[src/rtl/au_share_arb.sv]
// Round-robin front end that time-shares one external add/sub unit among NREQ requesters.
// Grant in cycle t registers operands for the au; its result returns as a one-cycle pulse in cycle t+2.
module au_share_arb #(
    parameter int N    = 32,
    parameter int NREQ = 4
) (
    input  logic              clk,
    input  logic              reset,
    input  logic [NREQ-1:0]   req_valid,
    output logic [NREQ-1:0]   req_ready,
    input  logic [NREQ*N-1:0] req_a,
    input  logic [NREQ*N-1:0] req_b,
    input  logic [NREQ-1:0]   req_u,
    input  logic [NREQ-1:0]   req_sub,
    output logic [N-1:0]      au_a,
    output logic [N-1:0]      au_b,
    output logic              au_u,
    output logic              au_sub,
    input  logic [N-1:0]      au_s,
    input  logic              au_ovf,
    input  logic              au_neg,
    output logic [NREQ-1:0]   rsp_valid,
    output logic [N-1:0]      rsp_s,
    output logic              rsp_ovf,
    output logic              rsp_neg,
    output logic              busy
);

    localparam int PW = (NREQ > 1) ? $clog2(NREQ) : 1;

    logic [PW-1:0]   ptr;
    logic [PW-1:0]   ptr_nxt;
    logic [PW-1:0]   gnt_id;
    logic            gnt_any;
    logic [NREQ-1:0] grant;
    logic [N-1:0]    sel_a;
    logic [N-1:0]    sel_b;
    logic            sel_u;
    logic            sel_sub;

    logic [PW-1:0]   id_p1;
    logic            vld_p1;
    logic [PW-1:0]   id_p2;
    logic            vld_p2;

    // Walk candidates ptr, ptr+1, ... (mod NREQ); the first valid one wins.
    always_comb begin : arbitrate
        logic [PW:0] cand;
        cand    = '0;
        gnt_any = 1'b0;
        gnt_id  = '0;
        for (int k = 0; k < NREQ; k++) begin
            cand = {1'b0, ptr} + (PW+1)'(k);
            if (cand >= (PW+1)'(NREQ))
                cand = cand - (PW+1)'(NREQ);
            if (!reset && !gnt_any && req_valid[cand[PW-1:0]]) begin
                gnt_any = 1'b1;
                gnt_id  = cand[PW-1:0];
            end
        end
    end

    always_comb begin
        grant   = '0;
        sel_a   = '0;
        sel_b   = '0;
        sel_u   = 1'b0;
        sel_sub = 1'b0;
        for (int i = 0; i < NREQ; i++) begin
            grant[i] = gnt_any && (gnt_id == PW'(i));
            if (grant[i]) begin
                sel_a   = req_a[i*N +: N];
                sel_b   = req_b[i*N +: N];
                sel_u   = req_u[i];
                sel_sub = req_sub[i];
            end
        end
    end

    assign ptr_nxt   = (gnt_id == PW'(NREQ-1)) ? '0 : gnt_id + PW'(1);
    assign req_ready = grant;

    always_ff @(posedge clk) begin
        if (reset) begin
            ptr     <= '0;
            id_p1   <= '0;
            vld_p1  <= 1'b0;
            id_p2   <= '0;
            vld_p2  <= 1'b0;
            au_a    <= '0;
            au_b    <= '0;
            au_u    <= 1'b0;
            au_sub  <= 1'b0;
            rsp_s   <= '0;
            rsp_ovf <= 1'b0;
            rsp_neg <= 1'b0;
        end else begin
            // Stage 1: operand register; au inputs only move on a grant
            vld_p1 <= gnt_any;
            if (gnt_any) begin
                ptr    <= ptr_nxt;
                id_p1  <= gnt_id;
                au_a   <= sel_a;
                au_b   <= sel_b;
                au_u   <= sel_u;
                au_sub <= sel_sub;
            end
            // Stage 2: capture the au result; held while no operation completes
            vld_p2 <= vld_p1;
            id_p2  <= id_p1;
            if (vld_p1) begin
                rsp_s   <= au_s;
                rsp_ovf <= au_ovf;
                rsp_neg <= au_neg;
            end
        end
    end

    // Gating with reset keeps a dropped in-flight result from ever being seen.
    always_comb begin
        rsp_valid = '0;
        for (int i = 0; i < NREQ; i++)
            rsp_valid[i] = !reset && vld_p2 && (id_p2 == PW'(i));
    end

    assign busy = !reset && (vld_p1 || vld_p2);

endmodule

[config.mk]
export PLATFORM = sky130hd
export DESIGN_NAME = au_share_arb
export DESIGN_NICKNAME = d
export VERILOG_FILES = /design/src/rtl/au_share_arb.sv
export SDC_FILE = /design/constraint.sdc
export NUM_CORES = 1
export LEC_CHECK = 0
export ABC_AREA = 1
export CORE_AREA = 2 2 159 161
export DETAILED_ROUTE_END_ITERATION = 8
export DIE_AREA = 0 0 161 163
export PLACE_DENSITY_LB_ADDON = 0.15
export REMOVE_ABC_BUFFERS = 1
export SYNTH_ARGS = -nofsm -noshare
export SYNTH_HDL_FRONTEND = slang
export SYNTH_SLANG_ARGS = --single-unit
[constraint.sdc]
create_clock -name clk -period 3.54 [get_ports clk]
set_input_delay 0.708 -clock clk [delete_from_list [all_inputs] [get_ports clk]]
set_output_delay 0.708 -clock clk [all_outputs]
set_load 0.005 [all_outputs]
==> results.txt <==
- Measured on the finished design, the core utilization comes to 48.75%.
- Sort of element at the end of the critical path: output port
- Flip-flop and latch count after synthesis: 108
- Sinks on Clock Net: 108
- Worst hold path type: flop to flop
- Setup repair after global routing left no endpoint under its margin.
* Count of distinct cell types in the synthesized netlist: 24
- Post-route fraction of the period consumed by the critical path: 94.31%
- Maximum fanout count along the critical path: 3
- Vias: 8863
* Via count of the first global-routing pass: 8493
- For this run, design rule violations remaining after detail routing come to 0.
- Worst Skew: 11.87 ps
- Post-synth top area share: 30.93%
- The first global-routing pass estimated 46800 um of wire.
- The analysis attributes to cell leakage a power of 0.005778 uW.
* Number of buffers created by CTS: 9
- Relative slew slack: 42.61%
- Max Slew Vio Count: 0
* Iter 0 DRT Violations: 426
- Sequential area share after synthesis: 30.93%
- Mean routed wirelength per cell: 15.21 um
* TritonCTS clock tree: built
- Die outline area: 0.02624 mm2
- Post-synth EDFFs: 0
- In this run the vertical extent of the chip is 163 um.
* Peak clock frequency supported by timing: 299.5 MHz
* Biggest area contributors in the synthesized netlist: sky130_fd_sc_hd__dfxtp_1 (31%), sky130_fd_sc_hd__nand2_1 (27%), sky130_fd_sc_hd__o21ai_0 (8.5%)
- VDD sags by at most 0.5477 mV.
* Max-cap check violation count: 0
- Antenna viol nets, final: 0
- Area overhead of the layout relative to synthesis: 72.09%
- For the worst setup path, the data required time is 2830 ps.
- Dividing total power by cell area gives a power density of 829.0 mW/mm2.
- The flow ran to the end, and the final reports show no timing, DRC or antenna violations.
- Summing every instance area after synthesis gives 0.006989 mm2.
- Count of TritonRoute iterations in the first routing pass: 4
- A synthesized cell averages 5.534 um2.
- Global routing finished with a remaining overflow of 0.
- Overall global routing resource usage: 22.53%
- Final instance area: 0.01203 mm2
* Routed wire length: 30310 um
* Number of port buffers: 412
- Clock Tree Root: sky130_fd_sc_hd__clkbuf_16
- Summed over all failing endpoints, the final setup total negative slack is 0 ps.
- Final GP Congestion: 0.8400
- Final hold slack: 429.0 ps
- At the pin with the least slew margin, the transition time is 860.9 ps.
- At the later pin of the worst-skew pair, clock insertion delay measures 360 ps.
- Of the cells placed in the final design, the portion with a size suffix greater than 1 is 6.020%.
- From left edge to right edge, the die measures 161 um.
- Summing all placed instances gives a cell area of 0.01163 mm2.
* Synth Instances: 1263
- No sink is reached through more buffers than the 2 on the longest clock path.
- For the worst setup path, the data arrival time is 2630 ps.
- For this run, the leading register cell type out of synthesis is sky130_fd_sc_hd__dfxtp_1.
* Setup crit start kind: input pin
- Placed wire-length estimate: 22260 um
- Area leader, netlist: sky130_fd_sc_hd__dfxtp_1
- Placement Rows: 58
- At the end of the flow, the number of nets in the layout was 1964.
- CTS HTree Levels: 3
- After floorplanning, the core was sized to cover 0.02467 mm2.
* Async set-or-reset flop fraction in the synthesized netlist: 0%
- Initial cell density of the core: 28.33%
- Time the final worst path needs with I/O delays and setup: 3339 ps
* Yosys warning total: 0
- Setup Crit Path Kind: input pin to output port
- The number of antenna violations at the first check in global routing was 3.
* Pin count of the biggest net entering global routing: 71
- Endpoints failing hold: 0
- Register clock-pin slew on the reported worst setup and hold paths: 80 ps
* Total I/O pin count: 413
- After detailed routing, the number of vias per cell comes to 4.447.
* Endpoints failing setup: 0
[worst max-delay path: stages]
cell and delay [ps]:
sky130_fd_sc_hd__dlygate4sd2_1 250, sky130_fd_sc_hd__nand2_1 80, sky130_fd_sc_hd__nand2_1 50, sky130_fd_sc_hd__nand2_1 70, sky130_fd_sc_hd__nand2_2 60, sky130_fd_sc_hd__nor2_1 130, sky130_fd_sc_hd__nand2_2 90, sky130_fd_sc_hd__buf_4 140
sky130_fd_sc_hd__o22ai_1 140, sky130_fd_sc_hd__o21ai_0 120, sky130_fd_sc_hd__nand2_1 140, sky130_fd_sc_hd__inv_1 80, sky130_fd_sc_hd__ha_1 200, sky130_fd_sc_hd__nand2_1 80, sky130_fd_sc_hd__inv_2 50, sky130_fd_sc_hd__clkdlybuf4s15_2 240
[cells in the mapped netlist (2+ instances only)]
master                       n
sky130_fd_sc_hd__clkbuf_1   47
sky130_fd_sc_hd__nand2_2     2
sky130_fd_sc_hd__clkinv_1    2
sky130_fd_sc_hd__nor2_1     97
sky130_fd_sc_hd__o21ai_1    36
sky130_fd_sc_hd__nand3_1   102
sky130_fd_sc_hd__a21oi_1    20
sky130_fd_sc_hd__inv_2       5
sky130_fd_sc_hd__ha_1        4
sky130_fd_sc_hd__buf_4       3
sky130_fd_sc_hd__nor3_1      7
sky130_fd_sc_hd__inv_1     158
sky130_fd_sc_hd__buf_2      26
sky130_fd_sc_hd__o21ai_0   119
sky130_fd_sc_hd__dfxtp_1   108
sky130_fd_sc_hd__buf_6       2
sky130_fd_sc_hd__nand4_1     4
sky130_fd_sc_hd__buf_1       6
sky130_fd_sc_hd__nand2_1   510
[report_power, final]
part           internal (uW)  switching [uW]
Combinational           2950            4120
Clock                    495             529
Sequential              1660             209
[worst paths after layout]
kind                                       startpoint               endpoint  slack, ps  depth (start not counted)
worst max-delay path                     req_valid[1]           req_ready[1]        200                         16
worst max register to register    ptr[1]$_SDFFE_PP0P_  au_a[10]$_SDFFE_PP0P_        390                         23
worst min register to register  id_p1[0]$_SDFFE_PP0P_    id_p2[0]$_SDFF_PP0_        430                          2
worst min-delay path            id_p1[0]$_SDFFE_PP0P_    id_p2[0]$_SDFF_PP0_        430                          2
[flip-flops by register name, summed over array words and instances (netlist names)]
signal / flops
au_a: 32
au_b: 32
au_sub: 1
au_u: 1
id_p1: 2
id_p2: 2
ptr: 2
rsp_neg: 1
rsp_ovf: 1
rsp_s: 32
vld_p1: 1
vld_p2: 1
[what timing repair did]
| item | 4_1_cts | 5_1_grt |
|---|---|---|
| endpoints found under the setup margin | 9 | 57 |
| gates resized for setup | 29 | 7 |
| setup buffers | 5 | 0 |
| hold buffers | 0 | 0 |
| pin swaps | 7 | 6 |
[per-stage QoR]
step	setup slack, ps	power, uW	std cells
after global placement	-360.1	8880	1970
after floorplan	-1079	5804	1178
final	201.4	9972	1993
after global routing	60.84	11140	1993
after CTS	4.130	10100	1991
after detailed placement	-394.4	8936	1970
[cells by family after synthesis]
kind of cell    Yosys count  synth area share [%]
simple gates            723                 41.25
buf+inv                 251                 14.38
compound gates          177                 12.73
flops                   108                 30.93
fa+ha+maj                 4                0.7161
[area by class of cell]
type | instances | area [um2]
Sequential cell | 108 | 2163
Clock inverter | 6 | 56.30
Tap cell | 330 | 412.9
Inverter | 166 | 626.9
Timing Repair Buffer | 467 | 4642
Multi-Input combinational cell | 904 | 3892
Fill cell | 2576 | 12650
Clock buffer | 10 | 229.0
Antenna cell | 2 | 5.005
[placed cells by master, fill, tap and decap left out, drive strengths merged, types with 5 or more instances in the layout]
master	instances
clkbuf	10
nand4	5
a21oi	20
nor3	7
inv	167
buf	55
nand3	102
clkdlybuf4s50	403
o21ai	155
nor2	97
dfxtp	108
nand2	512
[metal layers]
metal / global-route usage, % / vias up / wire, um
met3: 4.584 / 46 / 1934
met5: 0 / - / 16
met4: 7.711 / 2 / 884
met1: 27.25 / 3887 / 12820
met2: 39.82 / 284 / 14650
li1: - / 4644 / -
Note: power is estimated with default switching activity, not from simulation.
==> patch (same flow settings) <==
`NREQ`: 4 -> 2.
--- a/src/rtl/au_share_arb.sv
+++ b/src/rtl/au_share_arb.sv
@@ -4,3 +4,3 @@
     parameter int N    = 32,
-    parameter int NREQ = 4
+    parameter int NREQ = 2
 ) (
Interface: changed (7 resized); port bits go from 413 to 275. The function was not compared with the original's and may differ.
==> patch against the original RTL <==
Critical path depth fell by 11; synthesized area down 40%; register-to-register slack better by 1.6 ns; final cell count is 44% lower; final area down 38%; worst setup slack better by 0.38 ns; clock skew grew 0.0097 ns; routed wire length shrank 40%; non-clock buffer count down 183; largest cell class unchanged; critical path type unchanged; total power shrank 69%; sequential cell count is 3 lower.
==> patch: results <==
[synthesis]
synth_area_leaders = "dfxtp_1 (50%), nand3_1 (32%), nor2_1 (6.5%), o21ai_0 (4.3%), clkbuf_1 (2.4%)"
yosysUniqueCellTypes = 15
synth-seq-cells = 105
seq_area_frac_synth = 0.5025

[worst_setup_path]
worst_ep_arrival_time_ns = 2.25
cp_slowest_cell = "clkdlybuf4s50_1"
critPathMaxFanout = 13

[finish]
multi_input_cells = 383
nFillCells = 2686
drive_gt1_frac = 0.03899
antenna_cells = 0
multi_input_area_sq_mm = 0.001838
regArea_sq_mm = 0.002102
inv_count = 7

[timing]
fin_skew_ns = 0.02155

[status]
status = "finished, final reports clean"

[placed_design]
dp_hpwl_microns = 11590
portBuffers = 274

[global_route]
grtUsageTotal = 0.1370
grt_first_pass_wirelength_microns = 28360
grt_max_degree = 93

[clocking]
cts-resized-gates = 0

[power]
powerDensity_mw_per_mm2 = 409.6
p_leak_uw = 0.002885

[detailed_routing]
wl_per_cell_microns = 16.23
viasPerCell = 4.324
## patch: changes by cell type in the layout (fill, tap and decap cells not counted), moves of 7 or more
| cell | change |
|---|---|
| buf_12 | -8 |
| nand3_1 | +163 |
| nand2_1 | -501 |
| inv_1 | -150 |
| a21oi_1 | -18 |
| o21ai_0 | -83 |
| buf_4 | -36 |
| o21ai_1 | -36 |
| nor2_1 | -24 |
| clkdlybuf4s50_1 | -129 |
| inv_2 | -7 |
## patch: cell families (layout without fill, tap and decap cells)
group | count (synthesis) | after routing | share of synthesized area
buffers and inverters | 59 | 307 | 0.06282
AND/OR/NAND/NOR | 345 | 345 | 0.3892
flip-flops | 105 | 105 | 0.5025
AO/OA/AOI/OAI | 38 | 38 | 0.04547
## patch: per-layer routing
layer | vias up | track usage | wire (microns)
li1 | 2388 | - | -
met1 | 2272 | 0.1718 | 8095
met2 | 192 | 0.2199 | 8228
met3 | 13 | 0.05500 | 1709
met4 | 0 | 0.03409 | 227
met5 | - | 0 | 0
## patch: path summary, 6_finish.rpt
check | startpoint | slack (ns) | endpoint
setup / recovery | reset | 0.58 | busy
hold / removal | id_p1$_SDFFE_PP0P_ | 0.46 | id_p2$_SDFF_PP0_
setup reg to reg | ptr$_SDFFE_PP0P_ | 2.00 | au_sub$_SDFFE_PP0P_
hold reg to reg | id_p1$_SDFFE_PP0P_ | 0.46 | id_p2$_SDFF_PP0_
## patch: power by group
group	internal, uW	switching [uW]
Combinational	416	282
Sequential	1290	56.6
Clock	497	519
Total	2210	857
## patch: tightest hold or removal path, delay by kind of cell, from the launching register on
kind	cells	cell delay (ns)
buffers and inverters	1	0.04
and+or+nand+nor	1	0.07
DFF	1	0.31
